## src/rtl/id_ex_stage.sv

```systemverilog
// ID/EX pipeline register with load-use hazard detection, EX-flush bubbles and perf counters.
// Latency: an instruction loaded on an edge is visible on ex_* one cycle later.
// Backpressure: combinational stall to IF/ID on load-use; a bubble replaces the held instruction.
//
// Ports:
//   clk, reset               rising-edge clock, asynchronous active-high reset
//   id_valid, id_ctrl, ...   decoded ID-slot instruction (ctrl order: {Branch,MemRead,MemtoReg,
//                            ALUOp[1:0],MemWrite,ALUSrc,RegWrite,Jump,Jalr})
//   ex_flush                 taken branch/jump resolved in EX; kills the ID instruction
//   stall                    hold PC and IF/ID this cycle
//   ex_*                     registered copies of the id_* fields, zero for a bubble
//   stall_cnt, flush_cnt     saturating counts of cycles with stall / ex_flush asserted
module id_ex_stage #(
    parameter int XLEN  = 32,
    parameter int CNT_W = 32
) (
    input  logic             clk,
    input  logic             reset,
    input  logic             id_valid,
    input  logic [9:0]       id_ctrl,
    input  logic [XLEN-1:0]  id_pc,
    input  logic [XLEN-1:0]  id_rs1_data,
    input  logic [XLEN-1:0]  id_rs2_data,
    input  logic [XLEN-1:0]  id_imm,
    input  logic [4:0]       id_rs1,
    input  logic [4:0]       id_rs2,
    input  logic [4:0]       id_rd,
    input  logic [2:0]       id_funct3,
    input  logic             id_funct7b5,
    input  logic             ex_flush,
    output logic             stall,
    output logic             ex_valid,
    output logic [9:0]       ex_ctrl,
    output logic [XLEN-1:0]  ex_pc,
    output logic [XLEN-1:0]  ex_rs1_data,
    output logic [XLEN-1:0]  ex_rs2_data,
    output logic [XLEN-1:0]  ex_imm,
    output logic [4:0]       ex_rs1,
    output logic [4:0]       ex_rs2,
    output logic [4:0]       ex_rd,
    output logic [2:0]       ex_funct3,
    output logic             ex_funct7b5,
    output logic [CNT_W-1:0] stall_cnt,
    output logic [CNT_W-1:0] flush_cnt
);

    localparam int MEMREAD_BIT = 8;

    logic rd_match;
    logic load;

    // Both sources are compared regardless of opcode; a false stall only costs one cycle.
    // x0 is never a real producer, so a load to x0 cannot create a hazard.
    assign rd_match = (ex_rd != 5'd0) && ((ex_rd == id_rs1) || (ex_rd == id_rs2));

    // A flush kills the ID instruction anyway, so stalling it would be pointless.
    assign stall = id_valid & ex_valid & ex_ctrl[MEMREAD_BIT] & ~ex_flush & rd_match;

    assign load = id_valid & ~ex_flush & ~stall;

    always_ff @(posedge clk or posedge reset) begin
        if (reset) begin
            ex_valid    <= 1'b0;
            ex_ctrl     <= '0;
            ex_pc       <= '0;
            ex_rs1_data <= '0;
            ex_rs2_data <= '0;
            ex_imm      <= '0;
            ex_rs1      <= '0;
            ex_rs2      <= '0;
            ex_rd       <= '0;
            ex_funct3   <= '0;
            ex_funct7b5 <= 1'b0;
        end else if (load) begin
            ex_valid    <= 1'b1;
            ex_ctrl     <= id_ctrl;
            ex_pc       <= id_pc;
            ex_rs1_data <= id_rs1_data;
            ex_rs2_data <= id_rs2_data;
            ex_imm      <= id_imm;
            ex_rs1      <= id_rs1;
            ex_rs2      <= id_rs2;
            ex_rd       <= id_rd;
            ex_funct3   <= id_funct3;
            ex_funct7b5 <= id_funct7b5;
        end else begin
            // Bubble: everything zeroed so no RegWrite/MemWrite leaks downstream.
            ex_valid    <= 1'b0;
            ex_ctrl     <= '0;
            ex_pc       <= '0;
            ex_rs1_data <= '0;
            ex_rs2_data <= '0;
            ex_imm      <= '0;
            ex_rs1      <= '0;
            ex_rs2      <= '0;
            ex_rd       <= '0;
            ex_funct3   <= '0;
            ex_funct7b5 <= 1'b0;
        end
    end

    // Saturating counters: hold at all-ones instead of wrapping.
    always_ff @(posedge clk or posedge reset) begin
        if (reset) begin
            stall_cnt <= '0;
        end else if (stall && (stall_cnt != '1)) begin
            stall_cnt <= stall_cnt + 1'b1;
        end
    end

    always_ff @(posedge clk or posedge reset) begin
        if (reset) begin
            flush_cnt <= '0;
        end else if (ex_flush && (flush_cnt != '1)) begin
            flush_cnt <= flush_cnt + 1'b1;
        end
    end

endmodule

```

## config.mk

```make
export PLATFORM = sky130hd
export DESIGN_NAME = id_ex_stage
export DESIGN_NICKNAME = d
export VERILOG_FILES = /design/src/rtl/id_ex_stage.sv
export SDC_FILE = /design/constraint.sdc
export NUM_CORES = 1
export LEC_CHECK = 0
export BUFFER_PORTS_ARGS = -buffer_cell sky130_fd_sc_hd__buf_2
export CAP_MARGIN = 0
export CORE_AREA = 2 2 147 149
export CTS_CLUSTER_DIAMETER = 100
export DETAILED_ROUTE_END_ITERATION = 16
export DIE_AREA = 0 0 149 151
export PLACE_DENSITY = 0.78
export SLEW_MARGIN = 20
export SYNTH_ARGS = -nofsm -noshare
export SYNTH_HDL_FRONTEND = slang
export SYNTH_SLANG_ARGS = --single-unit
```

## constraint.sdc

```tcl
create_clock -name clk -period 19.5 [get_ports clk]
set_input_delay 3.9 -clock clk [delete_from_list [all_inputs] [get_ports clk]]
set_output_delay 3.9 -clock clk [all_outputs]
set_load 0.02 [all_outputs]
```

-- After elaboration in Yosys (flattened, before gate mapping)
Index checks and enable logic that the tools add are counted.
- register bits after elaboration: 222
- output and inout bits: 223
- bits of input ports: 161
- equal/unequal tests: 4
- reductions and logical operators: 5
- bitwise operators: 8
- mux-type cells: 11
- add/subtract/negate cells: 2
- operator list (kind ; number):
    two-way mux 32 bit ; 4
    adder 32 x 1 -> 32 bit, second input constant ; 2
    inequality test 32 bit, second input constant ; 2
    two-way mux 5 bit ; 3
    equality test 5 bit ; 2
    two-way mux 10 bit ; 1
    AND 1 bit ; 6
    nonzero test 5 bit ; 1
    logical AND 1 bit ; 3
    two-way mux 3 bit ; 1
    two-way mux 1 bit ; 2
    NOT 1 bit ; 2
    logical OR 1 bit ; 1

-- Depth between registers and ports, before layout
Gate-level depths: netlist of run 1.
- word-level depth: 7
- mapped depth: 9
- gate-level depth less buffers: 7

-- Least setup slack after synthesis of run 1
No wires, ideal clock.
- path kind: input port to output port
- start point: input port id_rs1[4]
- end point: output port stall
- required time: 15600 ps
- arrival: 4665 ps
- stages: 5
- buffers on the path: 0
- path slack: 10935 ps
- cells stage by stage: xnor2_1 > nand3_1 > o22ai_1 > nand2_2 > inv_1
- cells in the longest elaborated chain, start to end: 4
- RTL lines (item ; line ; text):
    start: declaration ; 25 ; input logic [4:0] id_rs1,
    equality test 5 bit ; 54 ; assign rd_match = (ex_rd != 5'd0) && ((ex_rd == id_rs1) || (ex_rd == id_rs2));
    logical OR 1 bit ; 54 ;
    logical AND 1 bit ; 54 ;
    AND 1 bit ; 57 ; assign stall = id_valid & ex_valid & ex_ctrl[MEMREAD_BIT] & ~ex_flush & rd_match;
    end: declaration ; 31 ; output logic stall,
Every way passes these cells.

-- Worst setup path after layout of run 1
- start point: input port id_rs2[4]
- end point: output port stall
- cells in the longest elaborated chain, start to end: 4
- RTL lines (item ; line ; text):
    start: declaration ; 26 ; input logic [4:0] id_rs2,
    equality test 5 bit ; 54 ;
    logical OR 1 bit ; 54 ;
    logical AND 1 bit ; 54 ;
    AND 1 bit ; 57 ;
Every way passes these cells.

==> run summary, run 1 <==
The run finished with clean final reports. The tools report the relative max-transition margin as 0.371. For the worst flop-to-flop path, the logic depth is 7.

Along the worst path, the maximum fanout reaches 10. For the net switching power of the design, the log shows 0.248 mW. For this run, the slowest stage of the critical path takes 210 ps. For this block, the routed nets add up to 23.1 mm of wire. The highest achievable clock rate was 111 MHz; the number of max-slew violations in the final report was 0. After clock tree synthesis, the clock-pin slew on the worst setup and hold paths is 60 ps. The initial standard-cell utilization of the core came out at 0.398. The number of antenna violations at the first check in global routing is 5, and the deepest level of the CTS H-tree is 1. The critical path crosses 7 cells after its start point. During placement, the flow inserted port buffers numbering 383. Setup repair after global routing left no endpoint under its margin. Across the run, the number of max-cap violations was 0. For this design the static power due to leakage is 6.23 nW.

Family with the most delay on the worst path: buffers and inverters. For this block, the initial DRC count from the detailed router was 298. The post-synthesis register bit count is 222, and the number of buffers on the longest clock path is 3. The via-per-instance ratio came out at 4.64. Most common cell type on the critical path: sky130_fd_sc_hd__buf_2.

Once the clock tree was built, the setup fixing pass inserted 0 buffers. A synthesized cell averages 12.5 µm². After global routing the overflow that remains totals 0. The detail route stage leaves a number of antenna-violating nets equal to 0. Yosys printed 0 warnings.

The tools report the required time at the worst-slack endpoint as 15600 ps. The slowest stage of the critical path is the sky130_fd_sc_hd__o22ai_1 cell. The via count of the first global-routing pass was 6384.

Summed over all failing endpoints, the final setup total negative slack is 0 ps. After floorplanning, the core was sized to cover 20800 µm². Share of Yosys cell area claimed by the top area cell type: 0.671.

In the synthesized netlist, the cells that appear most often are 222 x sky130_fd_sc_hd__dfrtp_1, 157 x sky130_fd_sc_hd__and2_1, 42 x sky130_fd_sc_hd__xor2_1. The synthesized netlist occupies a cell area of 8280 µm². After detailed routing, the average wire length per cell comes to 17.1 µm.

The later pin in the worst-skew pair is clocked with a latency of 510 ps. Setup violations remaining at the end of the flow were counted as 0. The signal on the critical path passes through buf_2 -> xnor2_1 -> nand3_1 -> o22ai_1 -> nand2_2 -> inv_1 -> buf_2. Simple-gate share of the synthesized area: 0.230. The multiplexer area fraction after synthesis is 0.00257. Type of destination of the critical path: an output port.

The proportion of synthesized chip area in sequential cells came out at 0.671. In the post-synthesis netlist, the cell with the most instances is sky130_fd_sc_hd__dfrtp_1. The post-route minimum period works out to 9000 ps. The post-synthesis async set-or-reset flop share is 1.00, and the wire length of the first global-routing pass is 35.0 mm. The number of hold buffers added after cts is 0. The logs give 0.201 for the overall routing resource usage and 384 for the number of I/O pins. The maximum resistive drop on vdd is 0.0910 mV, and the number of sinks on the clock net is 222. The origin of the critical flop-to-flop path was stall_cnt[0].

The share of final-layout standard cells stronger than drive strength 1 came out at 0.404. The logs give 0.399 for the proportion of power drawn by the clock network and 663 for the number of standard cells after synthesis. The run gives 0 as the number of hold violations in the final report. For the part of the power in registers, the log shows 0.498. The most used flip-flop cell after synthesis is sky130_fd_sc_hd__dfrtp_1.

Floorplan die area: 22500 µm². The worst setup path is launched from an input port. For the final database, setup skew stands at 20.4 ps.

The tools report the post-synth net total as 826. Start point of the critical path: id_rs2[4]. The xor and xnor area share after synthesis came out at 0.0719. The fraction of the mapped netlist area in compound gates came out at 0.00650.

For the number of detailed-routing iterations run before antenna repair, the log shows 4. The tree is rooted in a sky130_fd_sc_hd__clkbuf_16. The floorplan step set the die width to 149 µm. The worst setup path is of the in2out kind.

The tools report the number of gates given a new drive strength after cts as 0. TritonCTS built the clock tree. At the pin with the least slew margin, the transition time is 940 ps. Dividing total power by cell area gives a power density of 89.2 nW/µm².

Worst-case register-to-register setup slack: 16780 ps. In this run the worst setup path terminates at stall. The number of placement rows is 53, and the number of enable-type register cells in the synthesized netlist is 0. TritonCTS created 23 clock buffers. The run gives 1215 as the final net count. The internal cell power was 0.749 mW.

The ratio of final minimum period to clock period was 0.462. The HPWL after detailed placement is 17.2 mm. The routed layout has 6251 vias. For this run, design rule violations remaining after detail routing come to 0. Data arrives at the worst endpoint at 5100 ps. Total power draw: 0.997 mW. In this run, distinct cell masters in the synthesized netlist total 35. The vertical die dimension works out to 151 µm. The synthesized design spends more area on one cell type than any other, namely sky130_fd_sc_hd__dfrtp_1.

The endpoint identified for the worst register-to-register timing path is stall_cnt[27]. Routability-driven placement finished with a final weighted congestion of 0.855. Fill cells in the final layout number 1841. The pin count of the biggest net entering global routing came out at 150. By area, the combinational part of the netlist is dominated by simple AND/OR/NAND/NOR gates. In this run the worst hold path is classified as reg2reg. The fraction of power spent switching nets came out at 0.249. The proportion of power drawn by combinational gates is 0.103, and the synthesized-area fraction occupied by adder cells is 0.00302. From synthesis to final layout, the design area changed by 35.0%. By area the synthesized netlist is led by sky130_fd_sc_hd__dfrtp_1 67%, sky130_fd_sc_hd__and2_1 12%, sky130_fd_sc_hd__xor2_1 4.4%, sky130_fd_sc_hd__xnor2_1 2.7%, sky130_fd_sc_hd__nand3_1 2.4%. Counting both buffers and inverters, the worst setup path holds a total of 3.
==> flip-flops by register name, summed over array words and instances, names as in the netlist, 10 cells and up <==
register / flops
ex_pc: 32
ex_rs1_data: 32
flush_cnt: 32
stall_cnt: 32
ex_rs2_data: 32
ex_ctrl: 10
ex_imm: 32
==> metal layers <==
metal | share of wire | GRT usage | vias to the layer above
met5 | 0 | 0 | -
li1 | - | - | 2940
met3 | 0.085 | 0.0636 | 42
met1 | 0.39 | 0.243 | 3017
met4 | 0.028 | 0.0557 | 0
met2 | 0.50 | 0.346 | 252
==> power groups by stage <==
stage / combinational [mW] / sequential (mW) / clock (mW)
6_report: 0.103 / 0.496 / 0.398
3_3_place_gp: 0.103 / 0.503 / 0
2_1_floorplan: 0.0317 / 0.527 / 0
3_5_place_dp: 0.104 / 0.504 / 0
4_1_cts: 0.105 / 0.496 / 0.412
5_1_grt: 0.113 / 0.499 / 0.430
==> kinds of logic (layout without fill, tap and decap cells) <==
kind of cell,after synthesis,count (layout)
xor+xnor,68,68
buf+inv,29,433
fa+ha+maj,2,2
simple gates,331,331
compound gates,9,9
other cells,0,5
flops,222,222
mux,2,2
==> cell type report <==
class	count	area (µm²)	area share
Antenna cell	5	12.5	0.00112
Clock buffer	35	651	0.0582
Clock inverter	5	31.3	0.00280
Inverter	8	42.5	0.00381
Multi-Input combinational cell	412	2610	0.233
Sequential cell	222	5560	0.497
Tap cell	275	344	0.0308
Timing Repair Buffer	385	1940	0.173
==> worst min path at each step <==
| stage | start | end | slack, ps | cells past startpoint |
|---|---|---|---|---|
| after floorplan | stall_cnt[31] | stall_cnt[31] | 590 | 1 |
| after global placement | stall_cnt[31] | stall_cnt[31] | 480 | 1 |
| after detailed placement | stall_cnt[31] | stall_cnt[31] | 490 | 1 |
| after CTS | stall_cnt[31] | stall_cnt[31] | 490 | 1 |
| after global routing | stall_cnt[31] | stall_cnt[31] | 510 | 1 |
| final | stall_cnt[31] | stall_cnt[31] | 490 | 1 |
==> layout by cell type, fill, tap and decap left out, types with 2 or more instances in the layout <==
cell type / n
sky130_fd_sc_hd__ha_1: 2
sky130_fd_sc_hd__and2_1: 157
sky130_fd_sc_hd__nor4_1: 8
sky130_fd_sc_hd__nand2_1: 33
sky130_fd_sc_hd__xor2_1: 42
sky130_fd_sc_hd__nor2_1: 25
sky130_fd_sc_hd__o21ai_0: 3
sky130_fd_sc_hd__inv_1: 6
sky130_fd_sc_hd__clkbuf_16: 23
sky130_fd_sc_hd__a21oi_1: 2
sky130_fd_sc_hd__nor3_2: 2
sky130_fd_sc_hd__clkinv_2: 3
sky130_fd_sc_hd__nand3_1: 39
sky130_fd_sc_hd__buf_2: 383
sky130_fd_sc_hd__nand3_2: 2
sky130_fd_sc_hd__clkbuf_1: 9
sky130_fd_sc_hd__and3_1: 5
sky130_fd_sc_hd__clkbuf_8: 3
sky130_fd_sc_hd__nand2_2: 2
sky130_fd_sc_hd__dfrtp_1: 222
sky130_fd_sc_hd__or4_4: 2
sky130_fd_sc_hd__nor3_1: 27
sky130_fd_sc_hd__nand4_1: 17
sky130_fd_sc_hd__and4_1: 4
sky130_fd_sc_hd__xnor2_1: 26
sky130_fd_sc_hd__diode_2: 5
sky130_fd_sc_hd__nand2b_1: 2
==> metrics by stage <==
stage / cell area (µm²) / hold WS [ps] / cells / utilization / setup slack [ps]
global placement: 10500 / 478 / 1302 / 0.503 / 10470
finish: 11200 / 490 / 1347 / 0.537 / 10500
detailed placement: 10500 / 485 / 1302 / 0.503 / 10460
CTS: 11200 / 493 / 1342 / 0.536 / 10450
floorplan: 8280 / 589 / 663 / - / 9520
global route: 11200 / 514 / 1346 / 0.537 / 10280
Power figures use the tool's default switching activity.
==> run 2, diff against run 1 <==
--- a/config.mk
+++ b/config.mk
@@ -5,13 +5,14 @@
 export SDC_FILE = /design/constraint.sdc
 export NUM_CORES = 1
 export LEC_CHECK = 0
+export ABC_AREA = 1
 export BUFFER_PORTS_ARGS = -buffer_cell sky130_fd_sc_hd__buf_2
 export CAP_MARGIN = 0
-export CORE_AREA = 2 2 147 149
+export CORE_MARGIN = 1
+export CORE_UTILIZATION = 44
 export CTS_CLUSTER_DIAMETER = 100
 export DETAILED_ROUTE_END_ITERATION = 16
-export DIE_AREA = 0 0 149 151
-export PLACE_DENSITY = 0.78
+export PLACE_DENSITY = 0.84
 export SLEW_MARGIN = 20
 export SYNTH_ARGS = -nofsm -noshare
 export SYNTH_HDL_FRONTEND = slang
==> constraint.sdc (replaced) <==
create_clock -name clk -period 8.05 [get_ports clk]
set_input_delay 1.61 -clock clk [delete_from_list [all_inputs] [get_ports clk]]
set_output_delay 1.61 -clock clk [all_outputs]
set_load 0.02 [all_outputs]
==> run summary, run 2 <==
For the setup-violating endpoint count in the final report, the log shows 0 (unchanged). Worst hold path class: reg2reg (unchanged). Total power draw: 2.63 mW (was 0.997 mW). The fraction of power spent switching nets was 0.275 (was 0.249); the relative max-transition margin was 0.329 (was 0.371). The logs give 9870 µm² (was 8280 µm²) for the mapped cell area and 520 ps (was 510 ps) for the clock network latency to the later pin of the worst-skew pair. The register clock-pin slew on the reported worst setup and hold paths works out to 60 ps (about the same). The logs give 27 (was 35) for the count of distinct cell types in the synthesized netlist and 0 (unchanged) for the number of post-CTS setup repair buffers. The most frequently used flop master after synthesis was sky130_fd_sc_hd__dfrtp_1 (unchanged). The post-synthesis async set-or-reset flop share is 1.00 (unchanged). Synth cell count leaders: 312 x sky130_fd_sc_hd__nand2_1, 234 x sky130_fd_sc_hd__nor2_1, 225 x sky130_fd_sc_hd__inv_1 (was 222 x sky130_fd_sc_hd__dfrtp_1, 157 x sky130_fd_sc_hd__and2_1, 42 x sky130_fd_sc_hd__xor2_1). The share of the core filled with cells is 0.580 (was 0.537), and the initial standard-cell utilization of the core is 0.451 (was 0.398).

The number of sinks on the clock net came out at 222 (unchanged). The tools report the total length of routed wires as 29.2 mm (was 23.1 mm). Synth top area cells: sky130_fd_sc_hd__dfrtp_1 56%, sky130_fd_sc_hd__nand2_1 12%, sky130_fd_sc_hd__nor2_1 8.9%, sky130_fd_sc_hd__inv_1 8.6%, sky130_fd_sc_hd__xor2_1 2.2% (was sky130_fd_sc_hd__dfrtp_1 67%, sky130_fd_sc_hd__and2_1 12%, sky130_fd_sc_hd__xor2_1 4.4%, sky130_fd_sc_hd__xnor2_1 2.7%, sky130_fd_sc_hd__nand3_1 2.4%).

The run gives 19.1 ps (was 20.4 ps) as the worst clock skew. For the maximum resistive drop on vdd, the log shows 0.166 mV (was 0.0910 mV). The final HPWL from detailed placement was 21.6 mm (was 17.2 mm); the number of enable-type register cells in the synthesized netlist was 0 (unchanged).

Type of destination of the critical path: an output port (unchanged). The floorplan die width came out at 152 µm (was 149 µm). The run gives 0 (unchanged) as the number of max-cap violations.

Commonest non-fill, non-tap cell in the layout: sky130_fd_sc_hd__buf_2 (unchanged). The tools report the number of antenna violations at the first check in global routing as 10 (was 5). The logs give 0 (unchanged) for the total grt overflow and 0 ps (unchanged) for the total negative slack for setup checks.

The average routed wire per standard cell was 15.6 µm (was 17.1 µm). The tools report the proportion of power drawn by the clock network as 0.408 (was 0.399). For the overall routing resource usage, the log shows 0.252 (was 0.201). The family with the most delay on the worst path is simple AND/OR/NAND/NOR gates (was buffers and inverters).

Number of hold violations in the final report: 0 (unchanged). Final net count: 1729 (was 1215). The tools report the part of the power in registers as 0.461 (was 0.498). The tools report the number of standard cells after synthesis as 1182 (was 663). For the via count of the first global-routing pass, the log shows 8966 (was 6384). The logs give 0.723 mW (was 0.248 mW) for the net switching power of the design and 1 (unchanged) for the deepest level of the CTS H-tree.

The largest driver fanout on the critical path works out to 8 (was 10). The number of gates given a new drive strength after cts was 0 (unchanged); the final-layout worst hold slack was 535 ps (was 490 ps). TritonCTS built the clock tree.

Critical path start-end classification: in2out (unchanged). The library cell contributing the largest single delay on the critical path was sky130_fd_sc_hd__nor2_1 (was sky130_fd_sc_hd__o22ai_1). The routed design could run at a clock period as short as 4350 ps. The proportion of power drawn by combinational gates is 0.131 (was 0.103), and the area of the core region is 21900 µm² (was 20800 µm²). The number of detailed-routing iterations run before antenna repair is 5 (was 4), and the number of hold buffers added after cts is 0 (unchanged).

Wire length of the first global-routing pass: 45.9 mm (was 35.0 mm). The Yosys warning count came out at 0 (unchanged). The run gives 23000 µm² (was 22500 µm²) as the floorplan die area. The tools report the root cell of the clock tree as sky130_fd_sc_hd__clkbuf_16 (unchanged).

The run gives 3 (unchanged) as the number of buffers on the longest clock path. The average cell area after synthesis came out at 8.35 µm² (was 12.5 µm²). The via-per-instance ratio is 4.62 (was 4.64), and the pin count of the biggest net entering global routing is 159 (was 150).

The routed via count is 8658 (was 6251), and the transition at the pin with the smallest max-transition slack is 1010 ps (was 940 ps). The run gives 7.67 nW (was 6.23 nW) as the standby leakage power. The most numerous cell in the Yosys netlist was sky130_fd_sc_hd__nand2_1 (was sky130_fd_sc_hd__dfrtp_1). The number of design rule violations left after detail routing was 0 (unchanged); the share of final-layout standard cells stronger than drive strength 1 was 0.295 (was 0.404). Most frequent cells in the layout: 383 x sky130_fd_sc_hd__buf_2, 312 x sky130_fd_sc_hd__nand2_1, 234 x sky130_fd_sc_hd__nor2_1, 224 x sky130_fd_sc_hd__inv_1, 222 x sky130_fd_sc_hd__dfrtp_1 (was 383 x sky130_fd_sc_hd__buf_2, 222 x sky130_fd_sc_hd__dfrtp_1, 157 x sky130_fd_sc_hd__and2_1, 42 x sky130_fd_sc_hd__xor2_1, 39 x sky130_fd_sc_hd__nand3_1).

The total CTS buffers was 24 (was 23). The final weighted congestion in routability-driven placement came out at 0.939 (was 0.855). Combined buffer and inverter count along the critical path: 3 (unchanged). The layout overhead on the synthesized area came out at 28.6% (was 35.0%). The tools report the number of DRC violations after detailed-routing iteration 0 as 560 (was 298). The number of max-slew violations in the final report was 0 (unchanged); the power density of the placed cells was 207 nW/µm² (was 89.2 nW/µm²). The run gives 1345 (was 826) as the post-synth net total. The number of buffer cells added on primary ports was 383 (unchanged). The flow ran to the end, and the final reports show no timing, DRC or antenna violations. The proportion of synthesized chip area in sequential cells is 0.563 (was 0.671), and the post-synthesis register bit count is 222 (unchanged). Ordered list of cells on the worst path: buf_2 -> nor2_1 -> nor2_1 -> nor2_1 -> nand3_2 -> nand2_4 -> nand2_4 -> inv_1 -> buf_2 (was buf_2 -> xnor2_1 -> nand3_1 -> o22ai_1 -> nand2_2 -> inv_1 -> buf_2). The number of placement rows is 54 (was 53). The run gives 2740 ps (was 5100 ps) as the data arrival time of the critical path. The critical path launch point type is an input port (unchanged). The final-layout fill cell count is 1966 (was 1841).

The run gives 1.91 mW (was 0.749 mW) as the internal cell power. Setup repair after global routing left no endpoint under its margin. The highest achievable clock rate came out at 230 MHz. The worst stage delay on the critical path is 230 ps (was 210 ps), and the ratio of final minimum period to clock period is 0.540.

The number of I/O pins came out at 384 (unchanged). The cell type contributing the most total cell area after synthesis is sky130_fd_sc_hd__dfrtp_1 (unchanged). The most common cell type on the critical path is sky130_fd_sc_hd__nor2_1 (was sky130_fd_sc_hd__buf_2). The remaining number of nets flagged by the antenna check after routing came out at 0 (unchanged). The vertical die dimension was 152 µm (was 151 µm).

Required time at the worst-slack endpoint: 6440 ps (was 15600 ps). The share of Yosys cell area claimed by the top area cell type is 0.563 (was 0.671).
==> run 2: path summary, 6_finish.rpt <==
check / start / end / slack (ps) / depth (start not counted)
max reg2reg: ex_rd[2] / ex_rs1_data[1] / 5540 / 7
max: id_rs2[0] / stall / 3700 / 9
min in group asynchronous: reset / ex_imm[11] / 1130 / 2
min: stall_cnt[26] / stall_cnt[26] / 540 / 2
min reg2reg: stall_cnt[26] / stall_cnt[26] / 540 / 2
max in group asynchronous: reset / stall_cnt[7] / 5460 / 3
==> run 2: power groups by stage <==
stage | sequential (mW) | clock, mW | combinational (mW)
2_1_floorplan | 1.30 | 0 | 0.146
3_3_place_gp | 1.23 | 0 | 0.339
3_5_place_dp | 1.23 | 0 | 0.347
4_1_cts | 1.21 | 1.09 | 0.348
5_1_grt | 1.22 | 1.13 | 0.382
6_report | 1.21 | 1.07 | 0.345
==> run 2: layout make-up <==
class                           instances  area [µm²]  area share
Antenna cell                           10        25.0     0.00197
Clock buffer                           36         726      0.0571
Clock inverter                          7        50.0     0.00394
Tap cell                              280         350      0.0276
Sequential cell                       222        5560       0.437
Multi-Input combinational cell        703        3190       0.251
Inverter                              231         882      0.0695
Timing Repair Buffer                  384        1920       0.152
==> run 2: worst reg2reg max path: cells and delay by family (launching register included) <==
family,cells,cell delay [ps]
flops,1,440
simple gates,6,1890
buf+inv,1,80
==> run 2: cells by family (layout without fill, tap and decap cells) <==
family | Yosys count | after routing | synth area share
AO/OA/AOI/OAI | 25 | 25 | 0.0188
XOR/XNOR | 33 | 33 | 0.0293
adder cells (fa/ha/maj) | 2 | 2 | 0.00253
buffers and inverters | 257 | 658 | 0.115
flip-flops | 222 | 222 | 0.563
other | 0 | 10 | 0
AND/OR/NAND/NOR | 643 | 643 | 0.271
==> run 2: per-stage QoR <==
| step | cell area [µm²] | std cells | setup slack (ps) |
|---|---|---|---|
| after CTS | 12700 | 1863 | 3660 |
| after floorplan | 9870 | 1182 | 362 |
| after global routing | 12700 | 1873 | 3600 |
| final | 12700 | 1873 | 3700 |
| after detailed placement | 11900 | 1820 | 3660 |
| after global placement | 11900 | 1820 | 3690 |
==> run 2: metal layers <==
metal / vias to the layer above / GRT usage / wire, µm
met1: 4051 / 0.273 / 10600
met3: 53 / 0.0762 / 2430
met4: 0 / 0.117 / 1170
met5: - / 0 / 0
met2: 314 / 0.447 / 15100
li1: 4240 / - / -
==> run 3, diff against run 2 <==
==> constraint.sdc (replaced) <==
create_clock -name clk -period 3.6 [get_ports clk]
set_input_delay 0.72 -clock clk [delete_from_list [all_inputs] [get_ports clk]]
set_output_delay 0.72 -clock clk [all_outputs]
set_load 0.02 [all_outputs]
==> run summary, run 3 (synthesis results as in run 2) <==
The flow ran to the end, and the final reports show no timing, DRC or antenna violations. The power density of the placed cells is 470 nW/µm² (was 207 nW/µm²), and the deepest level of the CTS H-tree is 1 (unchanged). The post-place instance area was 12000 µm² (was 11900 µm²). The routed via count is 8780 (was 8658). Number of gates given a new drive strength after cts: 0 (unchanged).

Type of destination of the critical path: an output port (unchanged). The tools report the number of placement rows as 54 (unchanged). The final net count came out at 1734 (was 1729). Critical path start-end classification: reg2out (was in2out). Number of DRC violations after detailed-routing iteration 0: 420 (was 560). The placed instance count was 1826 (was 1820); the largest driver fanout on the critical path was 8 (unchanged).

The tools report the total grt overflow as 0 (unchanged). The worst stage delay on the critical path was 450 ps (was 230 ps); the final-layout fill cell count was 1916 (was 1966). Pin count of the biggest net entering global routing: 98 (was 159). Setup repair after global routing left no endpoint under its margin.

For the total length of routed wires, the log shows 29.3 mm (was 29.2 mm). The worst hold path class is in2async (was reg2reg). The smallest clock period supported by the final layout is computed as 2770 ps. The transition at the pin with the smallest max-transition slack was 598 ps (was 1010 ps); the standby leakage power was 7.71 nW (was 7.67 nW).

Root cell of the clock tree: sky130_fd_sc_hd__clkbuf_16 (unchanged). The number of buffers on the longest clock path is 3 (unchanged), and the required time at the worst-slack endpoint is 2880 ps (was 6440 ps). The number of max-cap violations was 0 (unchanged); the multi-input combinational cell area was 3190 µm² (unchanged). The ratio of final minimum period to clock period was 0.770. The logs give 8842 (was 8966) for the via count of the first global-routing pass and 222 (unchanged) for the number of sinks on the clock net. TritonCTS built the clock tree. Total CTS buffers: 23 (was 24).

The number of stages on the worst setup path is 9 (unchanged), and the vertical die dimension is 152 µm (unchanged). The relative max-transition margin was 0.600 (was 0.329); the final HPWL from detailed placement was 21.9 mm (was 21.6 mm). The via-per-instance ratio is 4.68 (was 4.62), and the area of the core region is 21900 µm² (unchanged). The data arrival time of the critical path was 2050 ps (was 2740 ps). The wire length of the first global-routing pass was 45.9 mm (about the same); the share of final-layout standard cells stronger than drive strength 1 was 0.297 (was 0.295).

Share of the core filled with cells: 0.584 (was 0.580). The number of antenna violations at the first check in global routing is 9 (was 10), and the initial standard-cell utilization of the core is 0.451 (unchanged). The run gives 0 (unchanged) as the number of hold violations in the final report.

The commonest non-fill, non-tap cell in the layout is sky130_fd_sc_hd__buf_2 (unchanged). Combined buffer and inverter count along the critical path: 3 (unchanged). The run gives 5 (unchanged) as the number of detailed-routing iterations run before antenna repair. The run gives 0 (unchanged) as the setup-violating endpoint count in the final report. The run gives 0 (unchanged) as the number of post-CTS setup repair buffers. Number of I/O pins: 384 (unchanged).

Most frequent cells in the layout: 383 x sky130_fd_sc_hd__buf_2, 312 x sky130_fd_sc_hd__nand2_1, 234 x sky130_fd_sc_hd__nor2_1, 224 x sky130_fd_sc_hd__inv_1, 222 x sky130_fd_sc_hd__dfrtp_1 (unchanged). The floorplan die area came out at 23000 µm² (unchanged). The number of buffer cells added on primary ports was 383 (unchanged). Ordered list of cells on the worst path: inv_1 -> nand2_1 -> nand2_1 -> nor2_1 -> nand3_1 -> nand2_4 -> nand2_4 -> inv_1 -> buf_2 (was buf_2 -> nor2_1 -> nor2_1 -> nor2_1 -> nand3_2 -> nand2_4 -> nand2_4 -> inv_1 -> buf_2).

Library cell contributing the largest single delay on the critical path: sky130_fd_sc_hd__dfrtp_1 (was sky130_fd_sc_hd__nor2_1). The register clock-pin slew on the reported worst setup and hold paths is 70 ps (was 60 ps), and the final weighted congestion in routability-driven placement is 0.917 (was 0.939). The logs give 8.87 ps (was 19.1 ps) for the worst clock skew and 510 ps (was 520 ps) for the clock network latency to the later pin of the worst-skew pair. Timing would allow up to 361 MHz. The logs give 12800 µm² (was 12700 µm²) for the final cell area excluding filler cells and 0 (unchanged) for the remaining number of nets flagged by the antenna check after routing. The run gives 1877 (was 1873) as the number of standard cells in the final layout excluding fillers. The number of design rule violations left after detail routing is 0 (unchanged). The layout overhead on the synthesized area was 29.4% (was 28.6%).

Family with the most delay on the worst path: simple AND/OR/NAND/NOR gates (unchanged). The tools report the critical path launch point type as a register (was an input port). The overall routing resource usage is 0.252 (about the same), and the floorplan die width is 152 µm (unchanged). The register cell area after layout was 5560 µm² (unchanged); the maximum resistive drop on vdd was 0.426 mV (was 0.166 mV). Number of max-slew violations in the final report: 0 (unchanged).

The count of cells along the worst register-to-register path works out to 10 (was 7). The number of hold buffers added after cts is 0 (unchanged), and the average routed wire per standard cell is 15.6 µm (about the same).
run 3: per-layer routing:
| metal | global-route usage | up-vias | wire length, µm |
|---|---|---|---|
| met2 | 0.439 | 325 | 14800 |
| li1 | - | 4239 | - |
| met5 | 0 | - | 0 |
| met1 | 0.286 | 4141 | 10800 |
| met3 | 0.0747 | 75 | 2320 |
| met4 | 0.111 | 0 | 1420 |
run 3: final timing paths:
kind                               from             end  slack [ps]
setup / recovery               ex_rd[0]           stall         830
hold / removal                    reset       ex_rs1[0]         100
hold reg to reg            stall_cnt[0]    stall_cnt[0]         540
min in group clk             id_imm[15]      ex_imm[15]         410
setup reg to reg               ex_rd[0]  ex_rs1_data[9]        1270
max in group asynchronous         reset      ex_imm[10]        2760
run 3: worst reg2reg max path, cell delays in order, from the launching register on:
cell,delay [ps]
sky130_fd_sc_hd__dfrtp_1,450
sky130_fd_sc_hd__inv_1,120
sky130_fd_sc_hd__nand2_1,70
sky130_fd_sc_hd__nand2_1,50
sky130_fd_sc_hd__nor2_1,190
sky130_fd_sc_hd__nand3_1,150
sky130_fd_sc_hd__nand2_4,150
sky130_fd_sc_hd__nand2_4,110
sky130_fd_sc_hd__nand2_8,360
sky130_fd_sc_hd__buf_4,440
sky130_fd_sc_hd__nor2_1,100
run 3: final cells by class:
class                           count  share of cell area
Clock buffer                       30              0.0487
Inverter                          231              0.0684
Multi-Input combinational cell    703               0.250
Sequential cell                   222               0.435
Antenna cell                        9             0.00176
Clock inverter                     12              0.0131
Tap cell                          280              0.0274
Timing Repair Buffer              390               0.156
run 3: through the flow:
stage	hold slack, ps	worst slack (ps)	power, mW	setup TNS [ps]
final	104	827	6.00	0
after floorplan	614	-16.1	3.22	-3560
after global placement	518	1000	3.51	0
after CTS	83.3	665	6.06	0
after global routing	105	644	6.23	0
after detailed placement	522	953	3.54	0
run 3: report_power, final:
group          switching [mW]  total, mW  internal, mW  leakage, nW
Clock                   0.989       2.50          1.51        0.392
Combinational           0.532      0.788         0.255         4.32
Sequential             0.0942       2.71          2.62         3.00
